File: src/rtl/rw_request_scheduler_pkg.sv
// Shared types for the read/write request scheduler: frontend command format,
// scheduler state encoding and transfer direction.
package rw_request_scheduler_pkg;

    typedef struct packed {
        logic [7:0]  id;
        logic [23:0] addr;
    } frontend_command_t;

    typedef enum logic [1:0] {
        ST_IDLE  = 2'd0,
        ST_READ  = 2'd1,
        ST_WRITE = 2'd2,
        ST_TURN  = 2'd3
    } sched_state_e;

    typedef enum logic {
        DIR_READ  = 1'b0,
        DIR_WRITE = 1'b1
    } dir_e;

    localparam int TURN_CNT_W   = 4;
    localparam int STARVE_CNT_W = 8;

    function automatic sched_state_e dir_state(input dir_e d);
        return (d == DIR_WRITE) ? ST_WRITE : ST_READ;
    endfunction

endpackage

File: src/rtl/rw_request_scheduler_if.sv
// FIFO-side and backend-side handshake bundle of the read/write scheduler.
// master = scheduler side, slave = FIFOs/backend side.
interface rw_request_scheduler_if;
    import rw_request_scheduler_pkg::*;

    logic              rd_empty;
    frontend_command_t rd_data;
    logic              rd_pop;
    logic              wr_empty;
    frontend_command_t wr_data;
    logic              wr_pop;
    logic              wr_flush;
    logic              cmd_valid;
    logic              cmd_ready;
    frontend_command_t cmd_out;
    logic              cmd_is_write;
    logic [1:0]        sched_state;

    modport master (
        input  rd_empty, rd_data, wr_empty, wr_data, wr_flush, cmd_ready,
        output rd_pop, wr_pop, cmd_valid, cmd_out, cmd_is_write, sched_state
    );

    modport slave (
        output rd_empty, rd_data, wr_empty, wr_data, wr_flush, cmd_ready,
        input  rd_pop, wr_pop, cmd_valid, cmd_out, cmd_is_write, sched_state
    );

endinterface

File: src/rtl/rw_turnaround_timer.sv
// Turnaround down-counter: loaded with the turn length on start, done when the
// remaining count reaches zero (done holds on the last turn cycle).
module rw_turnaround_timer
    import rw_request_scheduler_pkg::*;
(
    input  logic                  clk,
    input  logic                  rst,
    input  logic                  start,
    output logic                  done,
    input  logic [TURN_CNT_W-1:0] count
);

    logic [TURN_CNT_W-1:0] remain_q;

    always_ff @(posedge clk or posedge rst) begin
        if (rst) begin
            remain_q <= '0;
        end else if (start) begin
            remain_q <= (count == '0) ? '0 : count - 1'b1;
        end else if (remain_q != '0) begin
            remain_q <= remain_q - 1'b1;
        end
    end

    assign done = (remain_q == '0);

endmodule

File: src/rtl/rw_request_scheduler.sv
// Read/write request scheduler with single-register output slot and bus turnaround.
// Optional starvation guard on reads when RW_STARVE_GUARD_EN is defined.
//
// state | meaning
// IDLE  | nothing wanted; output slot drains
// READ  | loading commands from the read FIFO
// WRITE | loading commands from the write FIFO
// TURN  | direction change gap, no loads; target latched on entry
module rw_request_scheduler
    import rw_request_scheduler_pkg::*;
#(
    parameter int unsigned TURN_CYCLES  = 2,
    parameter int unsigned STARVE_LIMIT = 8
)
(
    input  logic                  clk,
    input  logic                  rst,
    rw_request_scheduler_if.master bus
);

    localparam logic [TURN_CNT_W-1:0] TURN_LEN  = TURN_CNT_W'(TURN_CYCLES);
    localparam bit                    SKIP_TURN = (TURN_CYCLES == 0);

    sched_state_e      state_q, state_d;
    dir_e              last_dir_q, turn_target_q, want_dir;
    logic              want_write, want_read, want_any;
    logic              slot_free, rd_load, wr_load;
    logic              turn_start, turn_done, starve_trip;
    logic              cmd_valid_q, cmd_is_write_q;
    frontend_command_t cmd_out_q;

    assign slot_free = !cmd_valid_q || bus.cmd_ready;

    // Write is only ever wanted with something to write, so a flush on an empty FIFO cannot stall.
    assign want_write = !bus.wr_empty && (bus.wr_flush || starve_trip || bus.rd_empty);
    assign want_read  = !want_write && !bus.rd_empty;
    assign want_any   = want_write || want_read;
    assign want_dir   = want_write ? DIR_WRITE : DIR_READ;

    always_comb begin
        state_d    = state_q;
        turn_start = 1'b0;
        rd_load    = 1'b0;
        wr_load    = 1'b0;
        case (state_q)
            ST_IDLE: begin
                if (want_any) begin
                    if (want_dir == last_dir_q || SKIP_TURN) begin
                        state_d = dir_state(want_dir);
                    end else begin
                        state_d    = ST_TURN;
                        turn_start = 1'b1;
                    end
                end
            end
            ST_READ, ST_WRITE: begin
                if (slot_free) begin
                    if (!want_any) begin
                        state_d = ST_IDLE;
                    end else if (dir_state(want_dir) == state_q) begin
                        rd_load = (state_q == ST_READ);
                        wr_load = (state_q == ST_WRITE);
                    end else if (SKIP_TURN) begin
                        state_d = dir_state(want_dir);
                    end else begin
                        state_d    = ST_TURN;
                        turn_start = 1'b1;
                    end
                end
            end
            ST_TURN: begin
                if (turn_done) begin
                    state_d = dir_state(turn_target_q);
                end
            end
            default: state_d = ST_IDLE;
        endcase
    end

    always_ff @(posedge clk or posedge rst) begin
        if (rst) begin
            state_q <= ST_IDLE;
        end else begin
            state_q <= state_d;
        end
    end

    always_ff @(posedge clk or posedge rst) begin
        if (rst) begin
            last_dir_q    <= DIR_READ;
            turn_target_q <= DIR_READ;
        end else begin
            if (rd_load) last_dir_q <= DIR_READ;
            if (wr_load) last_dir_q <= DIR_WRITE;
            if (turn_start) turn_target_q <= want_dir;
        end
    end

    rw_turnaround_timer u_turn_timer (
        .clk   (clk),
        .rst   (rst),
        .start (turn_start),
        .done  (turn_done),
        .count (TURN_LEN)
    );

`ifdef RW_STARVE_GUARD_EN
    logic [STARVE_CNT_W-1:0] starve_cnt_q;

    always_ff @(posedge clk or posedge rst) begin
        if (rst) begin
            starve_cnt_q <= '0;
        end else if (wr_load || bus.wr_empty) begin
            starve_cnt_q <= '0;
        end else if (rd_load) begin
            starve_cnt_q <= starve_cnt_q + 1'b1;
        end
    end

    assign starve_trip = (starve_cnt_q == STARVE_CNT_W'(STARVE_LIMIT));
`else
    // Legal limits start at 1, so this is constantly low without the guard.
    assign starve_trip = (STARVE_LIMIT == 0);
`endif

    always_ff @(posedge clk or posedge rst) begin
        if (rst) begin
            cmd_valid_q    <= 1'b0;
            cmd_out_q      <= '0;
            cmd_is_write_q <= 1'b0;
        end else if (rd_load) begin
            cmd_valid_q    <= 1'b1;
            cmd_out_q      <= bus.rd_data;
            cmd_is_write_q <= 1'b0;
        end else if (wr_load) begin
            cmd_valid_q    <= 1'b1;
            cmd_out_q      <= bus.wr_data;
            cmd_is_write_q <= 1'b1;
        end else if (bus.cmd_ready) begin
            cmd_valid_q <= 1'b0;
        end
    end

    assign bus.rd_pop       = rd_load;
    assign bus.wr_pop       = wr_load;
    assign bus.cmd_valid    = cmd_valid_q;
    assign bus.cmd_out      = cmd_out_q;
    assign bus.cmd_is_write = cmd_is_write_q;
    assign bus.sched_state  = state_q;

endmodule

File: src/flat_wrapper.sv
// flat-port wrapper written by rule: the top's interface ports become plain ports
module rw_request_scheduler_flat import rw_request_scheduler_pkg::*;
#(
    parameter int unsigned TURN_CYCLES  = 2,
    parameter int unsigned STARVE_LIMIT = 8
)
  (clk, rst, bus_rd_empty, bus_rd_data, bus_wr_empty, bus_wr_data, bus_wr_flush, bus_cmd_ready, bus_rd_pop, bus_wr_pop, bus_cmd_valid, bus_cmd_out, bus_cmd_is_write, bus_sched_state);
  rw_request_scheduler_if bus_i ();
  input  logic clk;
  input  logic rst;
  input wire logic [$bits(bus_i.rd_empty)-1:0] bus_rd_empty;
  input wire logic [$bits(bus_i.rd_data)-1:0] bus_rd_data;
  input wire logic [$bits(bus_i.wr_empty)-1:0] bus_wr_empty;
  input wire logic [$bits(bus_i.wr_data)-1:0] bus_wr_data;
  input wire logic [$bits(bus_i.wr_flush)-1:0] bus_wr_flush;
  input wire logic [$bits(bus_i.cmd_ready)-1:0] bus_cmd_ready;
  output wire logic [$bits(bus_i.rd_pop)-1:0] bus_rd_pop;
  output wire logic [$bits(bus_i.wr_pop)-1:0] bus_wr_pop;
  output wire logic [$bits(bus_i.cmd_valid)-1:0] bus_cmd_valid;
  output wire logic [$bits(bus_i.cmd_out)-1:0] bus_cmd_out;
  output wire logic [$bits(bus_i.cmd_is_write)-1:0] bus_cmd_is_write;
  output wire logic [$bits(bus_i.sched_state)-1:0] bus_sched_state;
  assign bus_i.rd_empty = bus_rd_empty;
  assign bus_i.rd_data = bus_rd_data;
  assign bus_i.wr_empty = bus_wr_empty;
  assign bus_i.wr_data = bus_wr_data;
  assign bus_i.wr_flush = bus_wr_flush;
  assign bus_i.cmd_ready = bus_cmd_ready;
  assign bus_rd_pop = bus_i.rd_pop;
  assign bus_wr_pop = bus_i.wr_pop;
  assign bus_cmd_valid = bus_i.cmd_valid;
  assign bus_cmd_out = bus_i.cmd_out;
  assign bus_cmd_is_write = bus_i.cmd_is_write;
  assign bus_sched_state = bus_i.sched_state;
  rw_request_scheduler #(.TURN_CYCLES(TURN_CYCLES), .STARVE_LIMIT(STARVE_LIMIT)) u_core (.clk(clk), .rst(rst), .bus(bus_i));
endmodule
File: config.mk
export PLATFORM = sky130hd
export DESIGN_NAME = rw_request_scheduler_flat
export DESIGN_NICKNAME = d
export VERILOG_FILES = /design/src/rtl/rw_request_scheduler_pkg.sv /design/src/rtl/rw_request_scheduler_if.sv /design/src/rtl/rw_turnaround_timer.sv /design/src/rtl/rw_request_scheduler.sv /design/src/flat_wrapper.sv
export SDC_FILE = /design/constraint.sdc
export NUM_CORES = 1
export LEC_CHECK = 0
export CORE_UTILIZATION = 42
export CTS_CLUSTER_DIAMETER = 100
export DETAILED_ROUTE_END_ITERATION = 16
export GPL_ROUTABILITY_DRIVEN = 1
export HOLD_SLACK_MARGIN = 0.02
export PLACE_DENSITY = 0.9
export SETUP_SLACK_MARGIN = 0.05
export SKIP_CTS_REPAIR_TIMING = 1
export SLEW_MARGIN = 20
export SYNTH_ARGS = -nofsm -noshare
export SYNTH_HDL_FRONTEND = slang
export SYNTH_SLANG_ARGS = --single-unit
File: constraint.sdc
create_clock -name clk -period 2.44 [get_ports clk]
set_clock_uncertainty 0.1 [all_clocks]
set_input_delay 0.488 -clock clk [delete_from_list [all_inputs] [get_ports clk]]
set_output_delay 0.488 -clock clk [all_outputs]
set_load 0.1 [all_outputs]
==> impl_metrics.ini, run 1 <==
[status]
status = complete, no violations

[layout]
nNetsFinal = 384
area_delta_synth_final_pct = 55.9
drive_gt1_share_pct = 44.8
fillers = 433
antenna_cells = 0
final_util_pct = 68.0
postLayoutCellArea_um2 = 3760

[sta]
fmax_ghz = 0.411
maxSlewHeadroom_pct = 63.9
period_needed_ns = 2.43
grt_setup_unrepaired = true
tightestPinTransition_ns = 0.540
drv_slew = 0
hold_viol = 0
post-route-period-util_pct = 99.6
setup_viol = 0

[logic_synthesis]
syn_area_um2 = 2410
ys_seq_area_share_pct = 43.5
synth_edf_count = 0
synthDistinctLibCells = 35
synth_seq_cells = 42
async_flop_share_pct = 100
synth_ff_type = dfrtp_1
syn_nets = 262
synth_cells = 183
yosys_warnings = 0
avgSynthCellArea_um2 = 13.2

[detailed_routing]
viasPerCell = 5.13
wl_met3_um = 361
num_vias = 1941
m1WireLength_mm = 2.16
detail-route-antenna-nets = 0
drcViolationCount = 0
dr.max_layer_used = met4
drt-initial-drc-count = 43
wl_mm = 5.69
wl_met2_mm = 3.09
drt_first_pass_iters = 4
detail_route.wl_per_cell_um = 15.1

[clock_network]
cts_sinks = 42
numCtsBuffers = 5
tritoncts = built
clock-root-buffer = clkbuf_8
cts_buffer_depth = 2
htree_levels = 2
clk_pin_slew_worst_paths_ns = 0.08
insertion_delay_ns = 0.30

[min_path]
hp-class = reg -> reg

[critical_path]
crit_arrival_ns = 1.84
start_kind = flip-flop
worstPathRequired_ns = 1.85
cp_max_fo = 6
crit_path_cell_trace = nand2b_4 > o32ai_4 > and2_4 > and3_4 > buf_12
criticalPathCategory = reg -> out
crit_path_top_delay_cell = dfrtp_4
max_stage_delay_ns = 0.52
endpoint_kind = primary output

[place]
dp_hpwl_mm = 4.36
portBuffers = 107
gp_congestion = 0.839
placement.cell_area_um2 = 3590

[floorplan]
initial_utilization_pct = 43.6
die_w_um = 77.8
core_um2 = 5540
die_area_um2 = 6060
row_count = 27
top_level_ports = 108
die_h_um = 77.8

[global_routing]
antenna_found_initial = 0
grt_max_degree = 34
grt_overflow = 0
grt_pass1_vias = 2033
grtUsageTotal_pct = 19.7
grt_pass1_wl_mm = 9.30

[flow_run]
drv_cap = 0
[worst max-delay path, delay by kind of cell, from the launching register on]
kind	cells	cell delay [ns]
simple gates	3	0.54
flops	1	0.52
compound gates	1	0.31
buf+inv	1	0.17
[cell usage after synthesis, types with 2 or more instances]
cell / count / area, um2
nor2_1: 4 / 15.0
mux2_1: 9 / 101
clkbuf_1: 6 / 22.5
inv_1: 12 / 45.0
mux2_4: 20 / 300
a221oi_1: 2 / 17.5
nand2b_1: 3 / 18.8
buf_6: 3 / 33.8
nand2_1: 2 / 7.51
nand3_1: 3 / 15.0
dfrtp_1: 42 / 1050
a21oi_1: 6 / 30.0
mux2_2: 37 / 417
o311ai_0: 2 / 17.5
ha_1: 9 / 113
nor3_1: 4 / 20.0
[cell usage in the layout, fill, tap and decap left out, types with 2 or more instances in the layout]
master / synthesis / layout
ha_1: 9 / 7
mux2_4: 20 / 20
clkdlybuf4s50_1: 0 / 66
mux2_2: 37 / 37
nand2b_1: 3 / 2
o311ai_0: 2 / 2
nor2_1: 4 / 4
clkbuf_8: 0 / 8
dfrtp_4: 0 / 2
mux2_1: 9 / 9
buf_4: 0 / 52
a221oi_1: 2 / 2
inv_2: 0 / 3
a21oi_1: 6 / 6
inv_1: 12 / 8
dfrtp_1: 42 / 39
nand2_1: 2 / 2
nor3_1: 4 / 4
dlymetal6s2s_1: 0 / 3
buf_12: 0 / 3
nand3_1: 3 / 3
[sequential cells by signal, indices dropped and copies added, names as in the netlist]
name / cells
u_core.turn_target_q: 1
u_core.u_turn_timer.remain_q: 4
u_core.bus.cmd_is_write: 1
u_core.bus.sched_state: 2
u_core.bus.cmd_valid: 1
u_core.bus.cmd_out: 32
u_core.last_dir_q: 1
[routing by layer]
metal | GRT usage (%) | vias to the layer above
li1 | - | 906
met1 | 21.7 | 955
met2 | 36.1 | 72
met3 | 5.76 | 8
met4 | 6.23 | 0
met5 | 0 | -
[final timing paths]
path | depth (start not counted) | endpoint | slack, ns | start
min reg2reg | 1 | u_core.bus.cmd_out[11] | 0.40 | u_core.bus.cmd_out[11]
min in group asynchronous | 2 | u_core.u_turn_timer.remain_q[2] | 0.42 | rst
max in group asynchronous | 3 | u_core.bus.cmd_out[20] | 1.28 | rst
min | 1 | u_core.bus.cmd_out[11] | 0.40 | u_core.bus.cmd_out[11]
max reg2reg | 8 | u_core.bus.cmd_out[8] | 0.26 | u_core.bus.sched_state[1]
max | 5 | bus_wr_pop | 0.009 | u_core.bus.sched_state[1]
[metrics by stage]
step / std cells / setup WS (ns) / TNS, ns / hold slack [ns]
4_1_cts: 375 / -0.0887 / -0.145 / 0.403
3_5_place_dp: 367 / -0.0749 / -1.45 / 0.384
5_1_grt: 378 / -0.0580 / -0.0961 / 0.426
6_report: 378 / 0.00856 / 0 / 0.399
2_1_floorplan: 183 / 0.0505 / 0 / 0.391
3_3_place_gp: 367 / -0.0339 / -0.0526 / 0.377
[logic make-up after synthesis]
logic type | count (synthesis) | synth area share (%)
mux | 67 | 34.3
fa+ha+maj | 9 | 4.66
compound gates | 22 | 8.55
buf+inv | 21 | 4.20
simple gates | 22 | 4.77
flops | 42 | 43.5
[layout make-up]
cell class / instances / area, um2 / share of cell area [%]
Sequential cell: 42 / 1060 / 28.1
Clock buffer: 8 / 110 / 2.92
Timing Repair Buffer: 124 / 1150 / 30.5
Inverter: 12 / 48.8 / 1.30
Tap cell: 72 / 90.1 / 2.39
Multi-Input combinational cell: 120 / 1310 / 34.7
Power of run 1 is not shown: default switching activity piles up to over one toggle a cycle in this logic, so the estimate is an artifact.
==> run 2: changes to the inputs <==
PLACE_DENSITY = 0.81   (was 0.9)
SETUP_SLACK_MARGIN = 0.3   (was 0.05)
==> run 2 against run 1 <==
Net effect:
- the run now ends with setup timing left
- wire length decreased by 4.3%
- register-to-register slack improved by 0.08 ns
- worst setup slack got worse by 0.028 ns
==> impl_metrics.ini, run 2 (same netlist as run 1, synthesis figures left out) <==
[detailed_routing]
drcViolationCount = 0
drt-initial-drc-count = 85
wl_mm = 5.45
drt_first_pass_iters = 4
detail_route.wl_per_cell_um = 14.5
viasPerCell = 5.14
detail-route-antenna-nets = 0
num_vias = 1938

[critical_path]
worstPathRequired_ns = 1.85
crit_arrival_ns = 1.87
endpoint_kind = primary output
start_kind = flip-flop
max_stage_delay_ns = 0.53
cp_max_fo = 7
crit_buf_inv = 1
crit_path_cell_trace = nand2b_4 > o32ai_4 > and2_4 > and3_4 > buf_12
r2r_end = u_core.bus.cmd_out[10]
r2r-start = u_core.bus.sched_state[1]
criticalPathCategory = reg -> out
reg2reg_slack_ns = 0.34
reg2regPathDepth = 6
crit_path_top_delay_cell = dfrtp_4
crit_family = simple AND/OR/NAND/NOR gates

[place]
gp_congestion = 0.805
portBuffers = 107
dp_hpwl_mm = 4.15
dp.cells = 365

[sta]
setup_viol = 1
fmax_ghz = 0.407
maxSlewHeadroom_pct = 54.2
drv_slew = 0
hold_viol = 0
period_needed_ns = 2.46
tns_ns = -0.0189
worst_slack_ns = -0.0189
tightestPinTransition_ns = 0.682
grt_setup_unrepaired = true
post-route-period-util_pct = 101

[layout]
layout_common_cells = clkdlybuf4s50_1 (66), buf_4 (48), dfrtp_1 (39), mux2_2 (37), mux2_4 (20)
final_common_cell = clkdlybuf4s50_1
area_delta_synth_final_pct = 57.9
fin_cells = 377
multiInputGateArea_um2 = 1320
drive_gt1_share_pct = 44.3
fillers = 434
nNetsFinal = 383
antenna_cells = 0
largest_reg_flops = 32
seq_area_um2 = 1060

[global_routing]
grt_max_degree = 20
grt_overflow = 0
grt_pass1_vias = 1944
grtUsageTotal_pct = 18.9
antenna_found_initial = 0
grt_pass1_wl_mm = 8.98

[clock_network]
cts_sinks = 42
clk_pin_slew_worst_paths_ns = 0.08
htree_levels = 2
tritoncts = built
insertion_delay_ns = 0.29
clock-root-buffer = clkbuf_8
numCtsBuffers = 5
cts_buffer_depth = 2

[min_path]
hold_end = u_core.bus.cmd_out[13]
min-delay-start = u_core.bus.cmd_out[13]
worstHoldPathCells = 1
hp-class = reg -> reg

[status]
violations = setup timing
status = finished with violations

[floorplan]
initial_utilization_pct = 43.6
core_um2 = 5540
die_area_um2 = 6060
row_count = 27
die_w_um = 77.8
die_h_um = 77.8
top_level_ports = 108

[flow_run]
drv_cap = 0
==> run 2: cell count changes in the layout (fill, tap and decap cells not counted), sizes merged <==
cell,change
clkbuf,-3
clkinv,+2
buf,-1
bufinv,+1
==> run 2: worst max-delay path by stage <==
stage               slack, ns    endpoint                      start  cells after the start
CTS                     -0.15  bus_wr_pop               bus_wr_empty                      6
global route            -0.07  bus_wr_pop  u_core.bus.sched_state[1]                      5
finish                  -0.02  bus_wr_pop  u_core.bus.sched_state[1]                      5
global placement        -0.11  bus_wr_pop               bus_wr_flush                      6
floorplan                0.10  bus_rd_pop  u_core.bus.sched_state[1]                      6
detailed placement      -0.15  bus_wr_pop               bus_wr_empty                      6
==> run 2: final cells by class <==
type / count / area share, %
multi-input combinational: 120 / 34.6
clock buffer: 5 / 1.81
inverter: 12 / 1.41
timing repair buffer: 123 / 30.9
tap: 72 / 2.36
clock inverter: 3 / 1.15
sequential: 42 / 27.8
==> run 2: worst register-to-register path, cell delays in order, from the launching register on <==
cell and delay (ns):
dfrtp_4 0.53, nand2b_4 0.17, o32ai_4 0.31, buf_4 0.18, o2111ai_4 0.16, buf_12 0.20, mux2_1 0.32
==> run 2: routing by layer <==
metal	part of all wire (%)	track usage, %	up-vias
met5	0	0	-
met4	2.0	5.09	0
met3	6.3	4.94	12
met2	51	33.2	79
met1	40	22.8	942
li1	-	-	905
==> run 2: per-stage QoR <==
stage,cell area [um2],worst slack [ns],util (%),hold slack (ns)
6_report,3810,-0.0189,68.8,0.402
5_1_grt,3810,-0.0723,68.8,0.429
4_1_cts,3760,-0.151,67.8,0.403
3_5_place_dp,3640,-0.151,65.8,0.383
3_3_place_gp,3640,-0.114,65.8,0.376
2_1_floorplan,2500,0.103,-,0.391
Power of run 2 is left out for the same reason.
